==> src/rtl/vga_plot_sink_pkg.sv <==
// Shared screen geometry, FSM state encoding and the queued-pixel record for vga_plot_sink.
// The FIFO entry keeps the default 8/7/3-bit coordinate and colour widths.
package vga_plot_pkg;

    localparam int SCREEN_W  = 160;
    localparam int SCREEN_H  = 120;
    localparam int FB_WORDS  = 19200;
    localparam int FB_ADDR_W = 15;

    localparam int PX_W = 8;
    localparam int PY_W = 7;
    localparam int PC_W = 3;

    typedef enum logic [1:0] {
        IDLE  = 2'd0,
        DRAIN = 2'd1,
        CLEAR = 2'd2
    } state_e;

    typedef struct packed {
        logic [PX_W-1:0] x;
        logic [PY_W-1:0] y;
        logic [PC_W-1:0] colour;
    } plot_t;

    // y*160 + x as two shifts and adds, truncated to the word-address width
    function automatic logic [FB_ADDR_W-1:0] fb_addr_of(input plot_t p);
        logic [FB_ADDR_W-1:0] yy;
        logic [FB_ADDR_W-1:0] xx;
        yy = FB_ADDR_W'(p.y);
        xx = FB_ADDR_W'(p.x);
        return (yy << 7) + (yy << 5) + xx;
    endfunction

    function automatic logic in_range(input plot_t p);
        return (p.x < PX_W'(SCREEN_W)) && (p.y < PY_W'(SCREEN_H));
    endfunction

endpackage

==> src/rtl/vga_plot_sink_if.sv <==
// Pixel-plot request signals plus the frame-buffer write handshake.
// master = lab logic / memory side, slave = vga_plot_sink.
interface vga_plot_sink_if #(
    parameter int X_W = 8,
    parameter int Y_W = 7,
    parameter int C_W = 3
);
    logic [X_W-1:0] x;
    logic [Y_W-1:0] y;
    logic [C_W-1:0] colour;
    logic           plot;
    logic           clear;
    logic           fb_we;
    logic [14:0]    fb_addr;
    logic [C_W-1:0] fb_data;
    logic           fb_ready;

    modport master (
        output x, y, colour, plot, clear, fb_ready,
        input  fb_we, fb_addr, fb_data
    );

    modport slave (
        input  x, y, colour, plot, clear, fb_ready,
        output fb_we, fb_addr, fb_data
    );
endinterface

==> src/rtl/vga_plot_sink_fifo.sv <==
// Synchronous FIFO of plot_t with simultaneous push/pop; exposes the head and the entry behind it
// so the sink can reload its output register on the same cycle it pops.
module plot_fifo
    import vga_plot_pkg::*;
#(
    parameter int DEPTH = 8
) (
    input  logic                     clk,
    input  logic                     rst_n,
    input  logic                     push_i,
    input  logic                     pop_i,
    input  plot_t                    din_i,
    output plot_t                    head_o,
    output plot_t                    next_o,
    output logic [$clog2(DEPTH):0]   count_o,
    output logic                     full_o,
    output logic                     empty_o
);
    localparam int AW = $clog2(DEPTH);

    plot_t         mem_q [DEPTH];
    logic [AW:0]   wr_q;
    logic [AW:0]   rd_q;
    logic [AW-1:0] rd_nx;

    always_ff @(posedge clk or negedge rst_n) begin
        if (!rst_n) begin
            wr_q <= '0;
            rd_q <= '0;
        end else begin
            if (push_i) wr_q <= wr_q + (AW+1)'(1);
            if (pop_i)  rd_q <= rd_q + (AW+1)'(1);
        end
    end

    always_ff @(posedge clk) begin
        if (push_i) mem_q[wr_q[AW-1:0]] <= din_i;
    end

    assign rd_nx   = rd_q[AW-1:0] + AW'(1);
    assign head_o  = mem_q[rd_q[AW-1:0]];
    assign next_o  = mem_q[rd_nx];
    assign count_o = wr_q - rd_q;
    assign full_o  = (count_o == (AW+1)'(DEPTH));
    assign empty_o = (wr_q == rd_q);
endmodule

==> src/rtl/vga_plot_sink.sv <==
// Queues plot pulses and drains them, or a full-screen clear, into the frame-buffer write port.
// Define PLOT_SINK_OOB_CLIP_EN to discard off-screen pixels at the FIFO input and flag them on oob.
//
// state | meaning
// IDLE  | no write presented; waits for clear or a queued pixel
// DRAIN | FIFO head presented on fb_*; popped when the write is accepted
// CLEAR | writes colour 0 to every address 0..19199
module vga_plot_sink
    import vga_plot_pkg::*;
#(
    parameter int FIFO_DEPTH = 8,
    parameter int X_W        = 8,
    parameter int Y_W        = 7,
    parameter int C_W        = 3
) (
    input  logic                 CLOCK_50,
    input  logic                 resetn,
    vga_plot_sink_if.slave       bus,
    output logic                 busy,
    output logic                 overflow,
    output logic                 oob
);
    localparam int CW = $clog2(FIFO_DEPTH) + 1;

    logic [X_W-1:0] x_in;
    logic [Y_W-1:0] y_in;
    logic [C_W-1:0] c_in;
    plot_t          plot_in;
    plot_t          head;
    plot_t          next_head;
    logic [CW-1:0]  count;
    logic           full, empty, in_ok, xfer, push, pop;

    state_e                 state_q, state_d;
    logic                   fb_we_q, fb_we_d;
    logic [FB_ADDR_W-1:0]   fb_addr_q, fb_addr_d;
    logic [C_W-1:0]         fb_data_q, fb_data_d;
    logic                   pend_q, pend_d;
    logic                   overflow_q, overflow_d;

    assign x_in    = bus.x;
    assign y_in    = bus.y;
    assign c_in    = bus.colour;
    assign plot_in = '{x: PX_W'(x_in), y: PY_W'(y_in), colour: PC_W'(c_in)};

`ifdef PLOT_SINK_OOB_CLIP_EN
    logic oob_q;
    assign in_ok = in_range(plot_in);
    always_ff @(posedge CLOCK_50 or negedge resetn) begin
        if (!resetn)                     oob_q <= 1'b0;
        else if (bus.plot && !in_ok)     oob_q <= 1'b1;
    end
    assign oob = oob_q;
`else
    assign in_ok = 1'b1;
    assign oob   = 1'b0;
`endif

    assign xfer       = fb_we_q && bus.fb_ready;
    assign pop        = (state_q == DRAIN) && xfer;
    assign push       = bus.plot && in_ok && (!full || pop);
    assign overflow_d = overflow_q | (bus.plot && in_ok && full && !pop);

    plot_fifo #(.DEPTH(FIFO_DEPTH)) u_fifo (
        .clk     (CLOCK_50),
        .rst_n   (resetn),
        .push_i  (push),
        .pop_i   (pop),
        .din_i   (plot_in),
        .head_o  (head),
        .next_o  (next_head),
        .count_o (count),
        .full_o  (full),
        .empty_o (empty)
    );

    always_comb begin
        state_d   = state_q;
        fb_we_d   = fb_we_q;
        fb_addr_d = fb_addr_q;
        fb_data_d = fb_data_q;
        pend_d    = pend_q;
        case (state_q)
            IDLE: begin
                if (bus.clear) begin
                    state_d   = CLEAR;
                    fb_we_d   = 1'b1;
                    fb_addr_d = '0;
                    fb_data_d = '0;
                end else if (!empty) begin
                    state_d   = DRAIN;
                    fb_we_d   = 1'b1;
                    fb_addr_d = fb_addr_of(head);
                    fb_data_d = C_W'(head.colour);
                end
            end
            DRAIN: begin
                if (bus.clear) pend_d = 1'b1;
                if (xfer) begin
                    if (pend_q || bus.clear) begin
                        state_d   = CLEAR;
                        pend_d    = 1'b0;
                        fb_addr_d = '0;
                        fb_data_d = '0;
                    end else if (count > CW'(1)) begin
                        fb_addr_d = fb_addr_of(next_head);
                        fb_data_d = C_W'(next_head.colour);
                    end else if (push) begin
                        // last entry leaving while a new one arrives: bypass the FIFO
                        fb_addr_d = fb_addr_of(plot_in);
                        fb_data_d = C_W'(plot_in.colour);
                    end else begin
                        state_d   = IDLE;
                        fb_we_d   = 1'b0;
                        fb_addr_d = '0;
                        fb_data_d = '0;
                    end
                end
            end
            CLEAR: begin
                // fb_addr_q doubles as the clear address counter
                if (bus.clear) begin
                    fb_addr_d = '0;
                end else if (xfer) begin
                    if (fb_addr_q == FB_ADDR_W'(FB_WORDS - 1)) begin
                        if (!empty) begin
                            state_d   = DRAIN;
                            fb_addr_d = fb_addr_of(head);
                            fb_data_d = C_W'(head.colour);
                        end else begin
                            state_d   = IDLE;
                            fb_we_d   = 1'b0;
                            fb_addr_d = '0;
                        end
                    end else begin
                        fb_addr_d = fb_addr_q + FB_ADDR_W'(1);
                    end
                end
            end
            default: begin
                state_d   = IDLE;
                fb_we_d   = 1'b0;
                fb_addr_d = '0;
                fb_data_d = '0;
                pend_d    = 1'b0;
            end
        endcase
    end

    always_ff @(posedge CLOCK_50 or negedge resetn) begin
        if (!resetn) begin
            state_q    <= IDLE;
            fb_we_q    <= 1'b0;
            fb_addr_q  <= '0;
            fb_data_q  <= '0;
            pend_q     <= 1'b0;
            overflow_q <= 1'b0;
        end else begin
            state_q    <= state_d;
            fb_we_q    <= fb_we_d;
            fb_addr_q  <= fb_addr_d;
            fb_data_q  <= fb_data_d;
            pend_q     <= pend_d;
            overflow_q <= overflow_d;
        end
    end

    assign bus.fb_we   = fb_we_q;
    assign bus.fb_addr = fb_addr_q;
    assign bus.fb_data = fb_data_q;
    assign busy        = (state_q != IDLE) || !empty;
    assign overflow    = overflow_q;
endmodule

==> src/flat_wrapper.sv <==
// flat-port wrapper written by rule: the top's interface ports become plain ports
module vga_plot_sink_flat import vga_plot_pkg::*;
#(
    parameter int FIFO_DEPTH = 8,
    parameter int X_W        = 8,
    parameter int Y_W        = 7,
    parameter int C_W        = 3
)
  (CLOCK_50, resetn, busy, overflow, oob, bus_x, bus_y, bus_colour, bus_plot, bus_clear, bus_fb_ready, bus_fb_we, bus_fb_addr, bus_fb_data);
  vga_plot_sink_if #(.X_W(X_W), .Y_W(Y_W), .C_W(C_W)) bus_i ();
  input  logic CLOCK_50;
  input  logic resetn;
  output logic busy;
  output logic overflow;
  output logic oob;
  input wire logic [$bits(bus_i.x)-1:0] bus_x;
  input wire logic [$bits(bus_i.y)-1:0] bus_y;
  input wire logic [$bits(bus_i.colour)-1:0] bus_colour;
  input wire logic [$bits(bus_i.plot)-1:0] bus_plot;
  input wire logic [$bits(bus_i.clear)-1:0] bus_clear;
  input wire logic [$bits(bus_i.fb_ready)-1:0] bus_fb_ready;
  output wire logic [$bits(bus_i.fb_we)-1:0] bus_fb_we;
  output wire logic [$bits(bus_i.fb_addr)-1:0] bus_fb_addr;
  output wire logic [$bits(bus_i.fb_data)-1:0] bus_fb_data;
  assign bus_i.x = bus_x;
  assign bus_i.y = bus_y;
  assign bus_i.colour = bus_colour;
  assign bus_i.plot = bus_plot;
  assign bus_i.clear = bus_clear;
  assign bus_i.fb_ready = bus_fb_ready;
  assign bus_fb_we = bus_i.fb_we;
  assign bus_fb_addr = bus_i.fb_addr;
  assign bus_fb_data = bus_i.fb_data;
  vga_plot_sink #(.FIFO_DEPTH(FIFO_DEPTH), .X_W(X_W), .Y_W(Y_W), .C_W(C_W)) u_core (.CLOCK_50(CLOCK_50), .resetn(resetn), .bus(bus_i), .busy(busy), .overflow(overflow), .oob(oob));
endmodule
==> config.mk <==
export PLATFORM = sky130hd
export DESIGN_NAME = vga_plot_sink_flat
export DESIGN_NICKNAME = d
export VERILOG_FILES = /design/src/rtl/vga_plot_sink_pkg.sv /design/src/rtl/vga_plot_sink_if.sv /design/src/rtl/vga_plot_sink_fifo.sv /design/src/rtl/vga_plot_sink.sv /design/src/flat_wrapper.sv
export SDC_FILE = /design/constraint.sdc
export NUM_CORES = 1
export LEC_CHECK = 0
export CORE_ASPECT_RATIO = 1.75
export CORE_MARGIN = 3
export CORE_UTILIZATION = 45
export CTS_BUF_LIST = sky130_fd_sc_hd__clkbuf_4 sky130_fd_sc_hd__clkbuf_8 sky130_fd_sc_hd__clkbuf_16
export CTS_CLUSTER_DIAMETER = 120
export DETAILED_ROUTE_END_ITERATION = 10
export GPL_TIMING_DRIVEN = 1
export PLACE_DENSITY = 0.63
export SLEW_MARGIN = 40
export SYNTH_ARGS = -nofsm -noshare
export SYNTH_HDL_FRONTEND = slang
export SYNTH_SLANG_ARGS = --single-unit
==> constraint.sdc <==
create_clock -name CLOCK_50 -period 4.1 [get_ports CLOCK_50]
set_input_delay 0.615 -clock CLOCK_50 [delete_from_list [all_inputs] [get_ports CLOCK_50]]
set_output_delay 0.615 -clock CLOCK_50 [all_outputs]
set_load 0.05 [all_outputs]
# After elaboration in Yosys (flattened, before gate mapping)

Memories as Yosys holds them, arrays and structs flattened.
Index checks and enable logic that the tools add are counted.

$add $sub $neg: 11
Magnitude comparators: 1
Eq/ne operators: 17
Multiplexer cells: 49
Bitwise logic cells: 1
Reduce and logical (&&, ||, !) cells: 18

Operators with widths:

| operator                                                                        | count |
|---|---|
| 15-bit two-way mux                                                              | 10 |
| 14-bit by 12-bit adder with 15-bit output                                       | 3 |
| 15-bit by 8-bit adder with 15-bit output                                        | 3 |
| 15-bit case mux with 3 select lines                                             | 1 |
| 3-bit two-way mux                                                               | 9 |
| 2-bit two-way mux                                                               | 9 |
| 1-bit two-way mux                                                               | 16 |
| 15-bit by 1-bit adder with 15-bit output, second input constant                 | 1 |
| 15-bit == test, second input constant                                           | 1 |
| 3-bit inequality test, second input constant                                    | 3 |
| 3-bit case mux with 3 select lines                                              | 1 |
| 9-bit AND reduction                                                             | 1 |
| 4-bit by 1-bit adder with 4-bit output, second input constant                   | 2 |
| 2-bit by 1-bit inequality test with 1-bit output, second input constant         | 4 |
| 2-bit inequality test, second input constant                                    | 4 |
| 7-bit AND reduction                                                             | 1 |
| 2-bit case mux with 3 select lines                                              | 1 |
| 1-bit logical AND                                                               | 5 |
| 4-bit == test                                                                   | 1 |
| 4-bit == test, second input constant                                            | 1 |
| 4-bit by 1-bit greater-than comparator with 1-bit output, second input constant | 1 |
| 4-bit AND reduction                                                             | 1 |
| 4-bit subtractor                                                                | 1 |
| 3-bit by 1-bit adder with 3-bit output, second input constant                   | 1 |
| other kinds (12)                                                                | 16 |

Register bits after elaboration: 31
Bits in writable memories: 144
Bits of input ports: 23
Output and inout port bits: 22
Word-level logic and storage cells: 106
Memories kept: 1

Memories:

| name                | words | bits a word | read ports | clocked after memory_dff | write ports | RTL line                 | RTL |
|---|---|---|---|---|---|---|---|
| u_core.u_fifo.mem_q | 8     | 18          | 2          | 0                        | 1           | vga_plot_sink_fifo.sv:21 | `plot_t mem_q [DEPTH];` |

# Longest topological paths before layout

Word-level depth: 10
Gate-level depth with buffers: 17
Gate-level depth less buffers: 14

# Cells and area by module

Synthesis repeated with hierarchy kept, for this count alone.

Cells, all modules: 737
Area total of the unflattened synthesis: 10196.0 µm²

Modules (own cells, without submodules):

| module        | instances | cells each | area each (µm²) | sequential area each (µm²) |
|---|---|---|---|---|
| plot_fifo     | 1         | 366        | 7099.3          | 4524.3 |
| vga_plot_sink | 1         | 371        | 3096.7          | 575.6 |

# Least setup slack after synthesis

OpenSTA, ideal clock, no wires.

Path type: register -> register
Start point: register u_core.u_fifo.rd_q[1]
End point: memory u_core.u_fifo.mem_q[0][0] in the netlist's numbering, enable pin
Library setup time: 0.416 ns
Data arrival time: 3.947 ns
Required time: 3.684 ns
Path slack: -0.262 ns
Stages on the path, launching flop included: 12
Buffers on the path: 3
Period minus slack after synthesis: 4.362 ns
Cells stage by stage: dfrtp_1 -> buf_2 -> buf_1 -> clkbuf_1 -> inv_1 -> ha_1 -> nor2b_1 -> o21ai_1 -> nand3_4 -> a41oi_2 -> nand2b_1 -> nor3_1

Cells in the longest elaborated chain, start to end: 7

RTL lines:

| what                                    | RTL line                 | RTL |
|---|---|---|
| start, declared                         | vga_plot_sink_fifo.sv:23 | `logic [AW:0] rd_q;` |
| start signal, assigned                  | vga_plot_sink_fifo.sv:32 | `if (pop_i) rd_q <= rd_q + (AW+1)'(1);` |
| 4-bit subtractor                        | vga_plot_sink_fifo.sv:43 | `assign count_o = wr_q - rd_q;` |
| 4-bit == test                           | vga_plot_sink_fifo.sv:44 | `assign full_o = (count_o == (AW+1)'(DEPTH));` |
| 1-bit zero test                         | vga_plot_sink.sv:61      | `assign push = bus.plot && in_ok && (!full \|\| pop);` |
| 1-bit logical OR                        | vga_plot_sink.sv:61      |  |
| 1-bit logical AND                       | vga_plot_sink.sv:61      |  |
| 1-bit two-way mux                       | vga_plot_sink_fifo.sv:37 | `if (push_i) mem_q[wr_q[AW-1:0]] <= din_i;` |
| 1-bit two-way mux (implied by the code) | vga_plot_sink_fifo.sv:37 |  |
| end, declared                           | vga_plot_sink_fifo.sv:21 |  |

No other way between the ends.

# Worst setup path in the final report

Start point: register u_core.u_fifo.rd_q[0]
End point: register u_core.fb_addr_q[14], in the netlist u_core.bus.fb_addr[14]

Elaborated cells on any way between the ends: 26
Those cells by class: add/sub (6); order compare (1); eq/ne (3); mux (11); reduce/logical (4); memory (1)

RTL lines:

| what                                         | RTL line                 | RTL |
|---|---|---|
| 3-bit by 1-bit adder with 3-bit output (*)   | vga_plot_sink_fifo.sv:40 | `assign rd_nx = rd_q[AW-1:0] + AW'(1);` |
| via u_core.u_fifo.rd_nx[1]                   | vga_plot_sink_fifo.sv:24 | `logic [AW-1:0] rd_nx;` |
| memory 8 x 18 bit (*)                        | n/a                      |  |
| 14-bit by 12-bit adder with 15-bit output    | vga_plot_sink_pkg.sv:32  | `return (yy << 7) + (yy << 5) + xx;` |
| 15-bit by 8-bit adder with 15-bit output (*) | vga_plot_sink_pkg.sv:32  |  |
| 15-bit two-way mux (*)                       | vga_plot_sink.sv:105     | `end else if (count > CW'(1)) begin` |
| 15-bit two-way mux (*)                       | vga_plot_sink.sv:100     | `if (pend_q \|\| bus.clear) begin` |
| 15-bit two-way mux (*)                       | vga_plot_sink.sv:99      | `if (xfer) begin` |
| 15-bit case mux with 3 select lines (*)      | vga_plot_sink.sv:83      | `case (state_q)` |
| end signal, assigned                         | vga_plot_sink.sv:161     | `fb_addr_q <= fb_addr_d;` |
| end, declared                                | vga_plot_sink.sv:36      | `logic [FB_ADDR_W-1:0] fb_addr_q, fb_addr_d;` |

The timed path passes the listed nets; every way through them passes the cells marked *. The select of a mux whose other input is x is not followed.
A chain may end at the register's enable or synchronous reset.

==> results.cfg <==
[worst_setup_path]
crit_path_end_kind = flip-flop
start_kind = flip-flop
arrival_ns = 4.27
crit_type = reg -> reg
critPathRequiredTime_ns = 4.46
rrSetupSlack_ns = 0.20
cp_max_fo = 10

[clock_tree]
cts_tree = done
clock_latency_ns = 0.45
cts_root_buffer = clkbuf_16
cts_buffer_depth = 2
clk_pin_slew_worst_paths_ns = 0.08
clock_sinks = 175
holdBufCountCts = 0
h-tree-depth = 4
cts_buffers = 17

[synth]
synthSimpleGateAreaFrac = 0.08131
ys_seq_area_frac = 0.4983
synth_edf_count = 144
yosys_warnings = 0
syn_area_per_cell_um2 = 13.66
synthAdderAreaFrac = 0.06871
async_reset_ff_frac = 0.1771
syn-instance-count = 749
synth_cell_type_count = 72
synth-xor-area-share = 0.02739
ys_ff_latch = 175
synthMuxAreaShare = 0.1993
yosys_most_used_dff = edfxtp_1
synth_compound_area_frac = 0.09439
netlist_area_mm2 = 0.01023
synthesis.nets = 824
synth_top_family_by_area = multiplexers

[power]
p_per_area_mw_per_mm2 = 438.1
power_leakage_nw = 4.260
ir_drop_v = 0.0003339

[timing]
hold_viol = 0
finalCriticalPeriod_ns = 3.903
period_share = 0.9519
relSlewSlack = 0.5891
layout_setup_ws_ns = 0.1973
setup_viol_count_final = 0
timing.fmax_mhz = 256.2
slew_viol_final = 0
clock_skew_ns = 0.01302
rsz0062_at_grt = no
worstMarginPinSlew_ns = 0.6108

[place]
dp.cells = 1083
dp_hpwl_mm = 18.76
io_buffers = 43
dpl_worst_slack_ns = -0.02213
place_congestion = 0.9137

[routing]
first_iter_violations = 503
routed_wire_length_per_instance_um = 23.39
via_per_inst = 6.009
postRouteAntennaNets = 0
drc_errors = 0
routed_wl_mm = 26.31
vias = 6760
first_pass_iters = 5

[global_route]
grt_pass1_wl_mm = 40.19
grt_max_degree = 75
grt_pass1_vias = 7032
grt_overflow = 0
grt_use_total = 0.2191
antenna_found_initial = 0

[cells_and_area]
drive_gt1_frac = 0.2171
syn2layout_area_growth_pct = 16.74
layout.cells.non_filler = 1125
diodes = 0
nets = 891
fillers = 1869

[run_status]
outcome = finished, final reports clean

[floorplanning]
rows = 72
die_h_um = 205.5
ioPinCount = 45
initial_core_util = 0.4599
die-area_mm2 = 0.02466
core_area_mm2 = 0.02225
dieWidth_um = 120.0

[min_path]
hp-class = in -> async

[flow_run]
drv_cap = 0
==> area by class of cell <==
class	count	area (µm²)	area share
clock buffers	17	425.4	0.03561
repair buffers	84	872.1	0.07300
inverters	30	112.6	0.009426
clock inverters	15	171.4	0.01435
multi-input cells	508	4891	0.4094
well taps	296	370.4	0.03100
flip-flops and latches	175	5104	0.4272
==> Yosys cell counts (7+ instances only) <==
library cell  number  area [µm²]
o21a_1             7       52.55
nor3_1            12       60.06
clkbuf_1           9       33.78
a211oi_1           7       52.55
buf_4              8       60.06
mux2i_1           23       230.2
nor2_1            27       101.4
nand2_1           74       277.8
inv_1             29       108.9
buf_2             13       65.06
fa_1               7       140.1
mux2_2             9       101.4
o21ai_1           12       60.06
ha_1              45       563.0
a21oi_1           25       125.1
nand3_1           15       75.07
o21ai_0           27       135.1
o22ai_1            9       56.30
a22oi_1           11       82.58
mux4_2            72        1622
edfxtp_1         144        4324
dfrtp_1           31       775.7
xnor2_1           21       183.9
==> critical path, cell delays in order, from the launching register on <==
cell	delay (ns)
dfrtp_4	0.55
ha_4	0.34
buf_12	0.16
mux4_2	0.51
mux2_2	0.30
ha_1	0.29
ha_1	0.17
inv_1	0.06
fa_1	0.41
nor2b_2	0.14
o31a_1	0.18
o31a_1	0.16
nor2_1	0.04
or4_1	0.39
o211ai_1	0.10
==> report_power, final <==
part           internal, W  leakage (nW)  switching, W
Clock             0.000819         0.288      0.000782
Combinational     0.000544          2.27      0.000760
Sequential         0.00219          1.70      0.000139
==> through the flow <==
stage | instance area [µm²] | hold slack [ns] | total power (W) | TNS (ns) | util
2_1_floorplan | 10250 | 0.3194 | 0.003160 | 0 | -
3_5_place_dp | 11180 | 0.5022 | 0.003656 | -0.02213 | 0.5024
5_1_grt | 11950 | 0.1783 | 0.005481 | 0 | 0.5369
6_report | 11950 | 0.1667 | 0.005233 | 0 | 0.5369
4_1_cts | 11780 | 0.1567 | 0.005265 | 0 | 0.5294
3_3_place_gp | 11180 | 0.4933 | 0.003611 | 0 | 0.5026
==> timing repair <==
item	CTS	global route
setup buffers	0	8
pin swaps	0	1
gates cloned	0	2
setup endpoints to repair	1	4
resized for setup	1	10
endpoints found under the hold margin	0	0
==> registers in the layout (all words and copies together) (netlist names) <==
| signal | count |
|---|---|
| u_core.bus.fb_data | 3 |
| u_core.state_q | 2 |
| u_core.pend_q | 1 |
| u_core.bus.fb_we | 1 |
| u_core.overflow | 1 |
| u_core.u_fifo.rd_q | 4 |
| u_core.u_fifo.wr_q | 4 |
| u_core.bus.fb_addr | 15 |
| u_core.u_fifo.mem_q | 144 |
==> metal layers <==
metal  GRT usage  up-vias  wire length [µm]
met5           0        -                 0
met3     0.03768       52               939
met1      0.2528     3461             10140
met2      0.3941      166             14190
li1            -     3081                 -
met4      0.1020        0              1046
==> final timing paths <==
check | startpoint | endpoint | cells past startpoint
hold / removal | resetn | u_core.bus.fb_addr[10] | 1
setup / recovery | u_core.u_fifo.rd_q[0] | u_core.bus.fb_addr[14] | 14
min in group CLOCK_50 | u_core.overflow | u_core.overflow | 1
max in group asynchronous | resetn | u_core.bus.fb_addr[2] | 2
setup reg to reg | u_core.u_fifo.rd_q[0] | u_core.bus.fb_addr[14] | 14
hold reg to reg | u_core.overflow | u_core.overflow | 1
==> cells in the final DEF, fill, tap and decap left out, types with 6 or more instances in the layout <==
cell               n
a211oi_1           7
xor2_1             6
inv_1             29
mux2i_1           21
mux4_2            72
nand2b_1           6
nor3_1            10
nand2_1           74
clkdlybuf4s50_1   41
xnor2_1           21
mux2_2             9
buf_4             32
fa_1               7
nor2_1            22
dfrtp_1           30
o21ai_0           27
o22ai_1            9
o21a_1             7
edfxtp_1         144
a21o_1             6
o21ai_1           12
clkbuf_16         19
ha_1              44
a22oi_1           11
nand3_1           15
a21oi_1           25
==> kinds of logic after synthesis <==
kind of cell	after synthesis
flops	175
xor+xnor	29
mux	111
compound gates	144
buf+inv	66
fa+ha+maj	52
other cells	1
simple gates	171
Power figures use the tool's default switching activity.
